## src/rtl/mips_core.svh

```systemverilog
// Core-wide widths shared by the MIPS pipeline blocks.
`ifndef MIPS_CORE_SVH
`define MIPS_CORE_SVH

`define MIPS_DATA_WIDTH 32

`endif

```

## src/rtl/vp_pkg.sv

```systemverilog
// Shared types and defaults for the value-prediction sequencer.
package vp_pkg;

    typedef enum logic [2:0] {
        IDLE,
        SPEC,
        HOLD,
        WAIT,
        RECOVER,
        FLUSH
    } vp_state_t;

    localparam int VP_NUM_REGS = 32;
    localparam int VP_TIMEOUT  = 1023;

    function automatic int vp_max(input int a, input int b);
        return (a > b) ? a : b;
    endfunction

endpackage

```

## src/rtl/vp_step_counter.sv

```systemverilog
// Loadable up-counter shared by the fill watchdog and the restore-index walk.
module vp_step_counter #(
    parameter int WIDTH = 10,
    parameter int OUT_W = 5
) (
    input  logic             clk,
    input  logic             rst,
    input  logic             load,
    input  logic [WIDTH-1:0] load_value,
    input  logic             enable,
    input  logic [WIDTH-1:0] terminal_value,
    output logic [OUT_W-1:0] count,
    output logic             terminal
);

    logic [WIDTH-1:0] count_q;
    logic [WIDTH-1:0] count_d;

    always_comb begin
        count_d = count_q;
        if (load) begin
            count_d = load_value;
        end else if (enable) begin
            count_d = count_q + WIDTH'(1);
        end
    end

    always_ff @(posedge clk) begin
        if (rst) begin
            count_q <= '0;
        end else begin
            count_q <= count_d;
        end
    end

    assign count    = count_q[OUT_W-1:0];
    assign terminal = (count_q == terminal_value);

endmodule

```

## src/rtl/vp_sequencer.sv

```systemverilog
// Load-value speculation sequencer: predict on a D-cache miss, verify on fill,
// and on a wrong guess restore the register snapshot and refetch from the load.
`include "mips_core.svh"

module vp_sequencer
    import vp_pkg::*;
#(
    parameter int DATA_WIDTH = `MIPS_DATA_WIDTH,
    parameter int NUM_REGS   = VP_NUM_REGS,
    parameter int TIMEOUT    = VP_TIMEOUT
) (
    input  logic                        clk,
    input  logic                        rst,
    input  logic                        ld_miss,
    input  logic [DATA_WIDTH-1:0]       ld_addr,
    input  logic [DATA_WIDTH-1:0]       ld_pc,
    input  logic                        mem_op_ex,
    input  logic                        pred_valid,
    input  logic [DATA_WIDTH-1:0]       pred_data,
    input  logic                        dc_valid,
    input  logic [DATA_WIDTH-1:0]       dc_data,
    output logic                        hold_req_valid,
    output logic [DATA_WIDTH-1:0]       hold_req_addr,
    output logic                        spec_valid,
    output logic [DATA_WIDTH-1:0]       spec_data,
    output logic                        snapshot_take,
    output logic                        restore_we,
    output logic [$clog2(NUM_REGS)-1:0] restore_idx,
    output logic                        stall_all,
    output logic                        flush_all,
    output logic                        load_pc_we,
    output logic [DATA_WIDTH-1:0]       load_pc,
    output logic                        train_we,
    output logic [DATA_WIDTH-1:0]       train_pc,
    output logic [DATA_WIDTH-1:0]       train_data,
    output logic                        stat_hit,
    output logic                        stat_miss
);

    localparam int IDX_W = $clog2(NUM_REGS);
    localparam int CNT_W = vp_max($clog2(TIMEOUT + 1), IDX_W);

    vp_state_t             state_q, state_d;
    logic [DATA_WIDTH-1:0] addr_q, addr_d;
    logic [DATA_WIDTH-1:0] pc_q, pc_d;
    logic [DATA_WIDTH-1:0] pred_q, pred_d;

    logic             cnt_load;
    logic [CNT_W-1:0] cnt_load_value;
    logic             cnt_en;
    logic [CNT_W-1:0] cnt_term_value;
    logic [IDX_W-1:0] cnt_idx;
    logic             cnt_done;

    vp_step_counter #(
        .WIDTH (CNT_W),
        .OUT_W (IDX_W)
    ) u_step_counter (
        .clk            (clk),
        .rst            (rst),
        .load           (cnt_load),
        .load_value     (cnt_load_value),
        .enable         (cnt_en),
        .terminal_value (cnt_term_value),
        .count          (cnt_idx),
        .terminal       (cnt_done)
    );

    // Outputs are decoded from state and live inputs so the predicted value
    // reaches MEM in the same cycle as the miss; reset forces them all low.
    always_comb begin
        state_d        = state_q;
        addr_d         = addr_q;
        pc_d           = pc_q;
        pred_d         = pred_q;
        cnt_load       = 1'b0;
        cnt_load_value = '0;
        cnt_en         = 1'b0;
        cnt_term_value = CNT_W'(TIMEOUT - 1);
        hold_req_valid = 1'b0;
        hold_req_addr  = '0;
        spec_valid     = 1'b0;
        spec_data      = '0;
        snapshot_take  = 1'b0;
        restore_we     = 1'b0;
        restore_idx    = '0;
        stall_all      = 1'b0;
        flush_all      = 1'b0;
        load_pc_we     = 1'b0;
        load_pc        = '0;
        train_we       = 1'b0;
        train_pc       = '0;
        train_data     = '0;
        stat_hit       = 1'b0;
        stat_miss      = 1'b0;

        if (!rst) begin
            case (state_q)
                IDLE: begin
                    if (ld_miss) begin
                        addr_d   = ld_addr;
                        pc_d     = ld_pc;
                        cnt_load = 1'b1;
                        if (pred_valid) begin
                            spec_valid    = 1'b1;
                            spec_data     = pred_data;
                            snapshot_take = 1'b1;
                            pred_d        = pred_data;
                            state_d       = SPEC;
                        end else begin
                            pred_d  = '0;
                            state_d = WAIT;
                        end
                    end
                end
                SPEC, HOLD: begin
                    hold_req_valid = 1'b1;
                    hold_req_addr  = addr_q;
                    stall_all      = (state_q == HOLD);
                    cnt_en         = 1'b1;
                    // A fill wins over both the watchdog and a second memory op.
                    if (dc_valid) begin
                        train_we   = 1'b1;
                        train_pc   = pc_q;
                        train_data = dc_data;
                        if (dc_data == pred_q) begin
                            stat_hit = 1'b1;
                            state_d  = IDLE;
                        end else begin
                            stat_miss      = 1'b1;
                            cnt_load       = 1'b1;
                            cnt_load_value = CNT_W'(1);
                            state_d        = RECOVER;
                        end
                    end else if (cnt_done) begin
                        stat_miss      = 1'b1;
                        cnt_load       = 1'b1;
                        cnt_load_value = CNT_W'(1);
                        state_d        = RECOVER;
                    end else if (state_q == SPEC && mem_op_ex) begin
                        state_d = HOLD;
                    end
                end
                WAIT: begin
                    hold_req_valid = 1'b1;
                    hold_req_addr  = addr_q;
                    stall_all      = 1'b1;
                    if (dc_valid) begin
                        spec_valid = 1'b1;
                        spec_data  = dc_data;
                        train_we   = 1'b1;
                        train_pc   = pc_q;
                        train_data = dc_data;
                        state_d    = IDLE;
                    end
                end
                RECOVER: begin
                    // Register 0 is hardwired, so the walk starts at index 1.
                    stall_all      = 1'b1;
                    restore_we     = 1'b1;
                    restore_idx    = cnt_idx;
                    cnt_en         = 1'b1;
                    cnt_term_value = CNT_W'(NUM_REGS - 1);
                    if (cnt_done) begin
                        state_d = FLUSH;
                    end
                end
                FLUSH: begin
                    flush_all  = 1'b1;
                    load_pc_we = 1'b1;
                    load_pc    = pc_q;
                    state_d    = IDLE;
                end
                default: begin
                    state_d = IDLE;
                end
            endcase
        end
    end

    always_ff @(posedge clk) begin
        if (rst) begin
            state_q <= IDLE;
            addr_q  <= '0;
            pc_q    <= '0;
            pred_q  <= '0;
        end else begin
            state_q <= state_d;
            addr_q  <= addr_d;
            pc_q    <= pc_d;
            pred_q  <= pred_d;
        end
    end

endmodule

```

## config.mk

```make
export PLATFORM = sky130hd
export DESIGN_NAME = vp_sequencer
export DESIGN_NICKNAME = d
export VERILOG_FILES = /design/src/rtl/vp_pkg.sv /design/src/rtl/vp_step_counter.sv /design/src/rtl/vp_sequencer.sv
export VERILOG_INCLUDE_DIRS = /design/src /design/src/rtl
export SDC_FILE = /design/constraint.sdc
export NUM_CORES = 1
export LEC_CHECK = 0
export BUFFER_PORTS_ARGS = -buffer_cell sky130_fd_sc_hd__buf_2
export CORE_AREA = 2 2 121 123
export CTS_CLUSTER_SIZE = 14
export DETAILED_ROUTE_END_ITERATION = 6
export DIE_AREA = 0 0 123 125
export HOLD_SLACK_MARGIN = 0.08
export PLACE_DENSITY_LB_ADDON = 0.08
export SYNTH_ARGS = -nofsm -noshare
export SYNTH_HDL_FRONTEND = slang
export SYNTH_HIERARCHICAL = 1
export SYNTH_SLANG_ARGS = --single-unit
```

## constraint.sdc

```tcl
create_clock -name clk -period 4.6 [get_ports clk]
set_input_delay 0.69 -clock clk [delete_from_list [all_inputs] [get_ports clk]]
set_output_delay 0.69 -clock clk [all_outputs]
set_load 0.02 [all_outputs]
```

# Yosys cells after proc, flatten, opt, wreduce, memory -nomap -nowiden
# Cells that the tools add are included.
# op_classes
n_addsub,1
n_eq_ne,11
mux,64
reduce_logical,9
# op_table
op,n
32-bit two-way mux,13
32-bit case mux with 2 select lines,1
10-bit two-way mux,6
32-bit equality test,1
1-bit two-way mux,30
3-bit two-way mux,7
3-bit case mux with 4 select lines,1
10-bit by 1-bit adder with 10-bit output (second input constant),1
10-bit equality test,1
5-bit two-way mux,2
3-bit by 2-bit equality test with 1-bit output (second input constant),2
3-bit equality test (second input constant),2
2-bit != test (second input constant),3
1-bit case mux with 2 select lines,3
3-bit OR reduction,2
4-bit != test (second input constant),1
4-bit AND reduction,1
2-bit OR reduction,2
3-bit by 1-bit equality test with 1-bit output (second input constant),1
3-bit logical NOT,1
2-bit two-way mux,1
2-bit AND reduction,1
2-bit nonzero test,1
1-bit logical AND,1
# word_totals
reg_bits,109
input_bits,134
word_cells,90

# Longest topological paths before layout
# depth
depth_word,9
mapped_depth,16
depth_no_buf,14

# By module
# Netlist, hierarchy kept.
# modules_own_cells
module,instances,cells_each,area_each_um2,seq_area_each_um2
vp_sequencer,1,740,5277.6,1981.9
vp_step_counter,1,84,705.7,200.2

# Least setup slack after synthesis
# No wires, ideal clock.
# synth_path
path_type,input -> output
start,input rst
end,output stat_miss
arrival_time_ns,3.121
required_ns,3.910
slack_ns,0.789
path_stages,11
path_buffers,1
cell_sequence,clkbuf_1 -> nor2_1 -> nand2_1 -> or2_2 -> inv_1 -> xnor2_1 -> nand4_1 -> nor4_1 -> nor2_1 -> or4_4 -> nor2_1
# synth_via
elab_chain_cells,6
# synth_rtl
element,line_no,rtl
from (decl),vp_sequencer.sv:13,"input logic rst,"
10-bit two-way mux,vp_sequencer.sv:97,if (!rst) begin
named net cnt_term_value[5],vp_sequencer.sv:51,logic [CNT_W-1:0] cnt_term_value;
10-bit equality test,vp_step_counter.sv:37,assign terminal = (count_q == terminal_value);
named net cnt_done,vp_sequencer.sv:53,logic cnt_done;
1-bit two-way mux,vp_sequencer.sv:135,end else if (cnt_done) begin
1-bit two-way mux,vp_sequencer.sv:122,if (dc_valid) begin
1-bit two-way mux,vp_sequencer.sv:98,case (state_q)
1-bit two-way mux,vp_sequencer.sv:97,
to (decl),vp_sequencer.sv:37,output logic stat_miss
# The timed path passes the listed nets, and every way through them passes these cells.

# Worst setup path after layout
# layout_path
start,register state_q[2]
end,output stat_miss
# layout_via
elab_chain_cells,8
# layout_rtl
element,line_no,rtl
from (decl),vp_sequencer.sv:43,"vp_state_t state_q, state_d;"
from (signal assigned),vp_sequencer.sv:188,state_q <= state_d;
3-bit equality test,vp_sequencer.sv:98,
10-bit two-way mux,vp_sequencer.sv:98,
10-bit two-way mux,vp_sequencer.sv:97,
named net cnt_term_value[5],vp_sequencer.sv:51,
10-bit equality test,vp_step_counter.sv:37,
named net cnt_done,vp_sequencer.sv:53,
1-bit two-way mux,vp_sequencer.sv:135,
1-bit two-way mux,vp_sequencer.sv:122,
1-bit two-way mux,vp_sequencer.sv:98,
1-bit two-way mux,vp_sequencer.sv:97,
# The timed path passes the listed nets, and every way through them passes these cells.

==> results.md <==
* Overflow after GRT at 0
* Max Clock Skew at 0.00725 ns
* Maximum clock frequency at 244 MHz
* Drt pass-1 iters at 4
* TritonCTS clock tree: done
* Flops & latches, synth at 109
* Finish-stage setup viols at 0
* Yosys Warn Count at 6
* Layout cell share with drive strength beyond 1 at 31.3%
* Leak at 3.80 nW
* Tcrit/Tclk final at 89.1%
* Sequential share of the synthesized area at 36.5%
* Hpwl dp at 13.5 mm
* WP data arrival at 3.41 ns
* VDD IR max at 224 uV
* Vias at 6203
* First-pass GRT wire length at 29.2 mm
* Largest net degree at the start of global routing at 97
* CTS Buf Count at 9
* CTS root buf: clkbuf_16
* Clk slew on worst S/H paths at 0.07 ns
* Die Height at 125 um
* Routability cong. at 0.823
* Postcts setup bufs at 0
* WL per Instance at 14.6 um
* Port-buffer cells at 308
* Cells after Synth at 824
* Gr usage total at 24.0%
* Die area at 0.0154 mm^2
* Hold Crit Class: register to register
* Setup crit end: stat_miss
* R2r setup slk at 0.87 ns
* # DRC at 0
* H-tree depth at 3
* Routed WL at 18.7 mm
* Async SR Flop Fraction at 0%
* Initial antenna violation count at 1
* # Max-Cap Violations at 0
* CTS sink count at 109
* Reg2reg start: state_q[2]
* Crit start category: register
* Mapped Area at 0.00598 mm^2
* ANT nets after route at 0
* Vias per inst at 4.82
* Max transition margin at 31.9%
* Syn_area_per_cell at 7.26 um^2
* Crit path launch: state_q[2]
* Final core utilization at 54.9%
* CP endpoint kind: output pin
* Worst Path Max Fanout at 16
* R2R cell count at 12
* Num rows at 44
* Die W at 123 um
* Post-synth top flop: dfxtp_1
* Setup CP Type: register to output pin
* Post-CTS sizing at 0
* Final max-slew violation count at 0
* Core area at 0.0142 mm^2
* Distinct cells, synth at 47
* Fin. Hold Viols at 0
* Sum of negative setup slack at 0 ns
* Worst Path Required at 3.91 ns
* Status: complete, no violations
* Synth-to-Final Area Change at 30.4%
* RSZ-0062 raised after global routing: false
* DR iter-0 viols at 395
* Min Tclk post-route at 4.10 ns
* Vias in the first global route at 5688
* Initial Util at 42.1%
* Hold_buf cts at 0
* # nets final at 1232
* Worst slew pin tran at 1.02 ns
* EDFF count, synth at 0
* Clock buffer depth at 2
* I/O pin count at 309
* Pwr per Cell Area at 429 mW/mm^2
* Capture point of the worst reg-to-reg path: u_step_counter/count_q[7]
* Clock latency on the worst-skew pair at 0.35 ns
## cell usage in the layout (no fill, tap or decap), types with 5 or more instances in the layout
cell type    n
xor2_1      35
and2_1     134
nor4_1       9
nor2_1      20
a21oi_1    134
buf_2      307
o21ai_0      5
nand4_1      7
conb_1      13
inv_1        5
nand2_1    233
xnor2_1     11
dfxtp_1    109
buf_4       11
clkbuf_16    9
## critical path: stages, from the launching register on
cell,delay [ns]
dfxtp_1,0.69
nand2_1,0.09
or2_2,0.38
inv_1,0.18
xnor2_1,0.14
nand4_1,0.11
nor4_1,0.45
nor2_1,0.19
or4_4,0.45
nor2_1,0.18
buf_2,0.20
## how the worst min path moves through the flow
stage | endpoint | from | depth (start not counted) | slack, ns
6_report | addr_q[8] | addr_q[8] | 2 | 0.45
3_3_place_gp | addr_q[5] | addr_q[5] | 2 | 0.44
5_1_grt | addr_q[1] | addr_q[1] | 2 | 0.47
3_5_place_dp | addr_q[17] | addr_q[17] | 2 | 0.44
4_1_cts | addr_q[17] | addr_q[17] | 2 | 0.45
2_1_floorplan | addr_q[0] | addr_q[0] | 2 | 0.43
## where the power goes
group | internal (W) | switching [W] | leakage [nW]
logic | 0.000454 | 0.000859 | 2.77
registers | 0.00112 | 0.000177 | 0.891
clock network | 0.000381 | 0.000348 | 0.136
## through the flow
stage               total power [W]  std cells  hold WS (ns)  cell area [um^2]  setup slack [ns]
floorplan                   0.00232        835         0.432              6020             0.789
global placement            0.00264       1270         0.439              7530             0.684
detailed placement          0.00265       1270         0.442              7530             0.610
CTS                         0.00339       1286         0.452              7800             0.495
global route                0.00361       1287         0.470              7800             0.150
finish                      0.00334       1287         0.449              7800             0.501
## layer usage
layer  up-vias  global-route usage, %  part of all wire [%]
li1       3217                      -                     -
met1      2742                   30.0                    42
met2       222                   39.9                    48
met3        22                   5.79                   8.0
met4         0                   9.02                   2.0
met5         -                      0                     0
## cell families after synthesis
family | after synthesis | synth area share, %
fa+ha+maj | 1 | 0.209
other cells | 2 | 0.126
simple gates | 436 | 35.6
buf+inv | 72 | 6.42
compound gates | 155 | 13.8
flops | 109 | 36.5
mux | 2 | 0.355
xor+xnor | 47 | 7.01
## registers in the layout, summed over array words and instances, names as in the netlist
name                    cells
state_q                     3
addr_q                     32
pc_q                       32
u_step_counter/count_q     10
pred_q                     32
## synthesized netlist by cell type, types with 2 or more instances
cell type	count	area [um^2]
or4_1	2	15.0
o31ai_1	3	22.5
a211oi_1	4	30.0
or3_1	2	12.5
buf_6	6	67.6
dfxtp_1	109	2180
buf_4	9	67.6
xor2_1	35	307
conb_1	2	7.51
nor3b_1	2	15.0
nor4_1	10	62.6
nor2b_1	3	18.8
and3_1	2	12.5
clkbuf_2	7	35.0
a21oi_1	134	671
nor2_1	20	75.1
clkbuf_1	24	90.1
or3_2	2	15.0
o21ai_0	5	25.0
nand3_1	4	20.0
xnor2_1	11	96.3
nor3_1	5	25.0
inv_1	5	18.8
buf_2	21	105
nand4_1	7	43.8
and2_1	134	838
a311oi_1	4	35.0
nand2_1	233	875
## cell type report
type / instances / area, um^2
sequential: 109 / 2180
inverter: 5 / 18.8
fill: 1430 / 6400
multi-input combinational: 654 / 3480
tap: 184 / 230
timing repair buffer: 318 / 1620
clock buffer: 12 / 246
clock inverter: 4 / 23.8
antenna: 1 / 2.50
(Power assumes the default switching activity.)
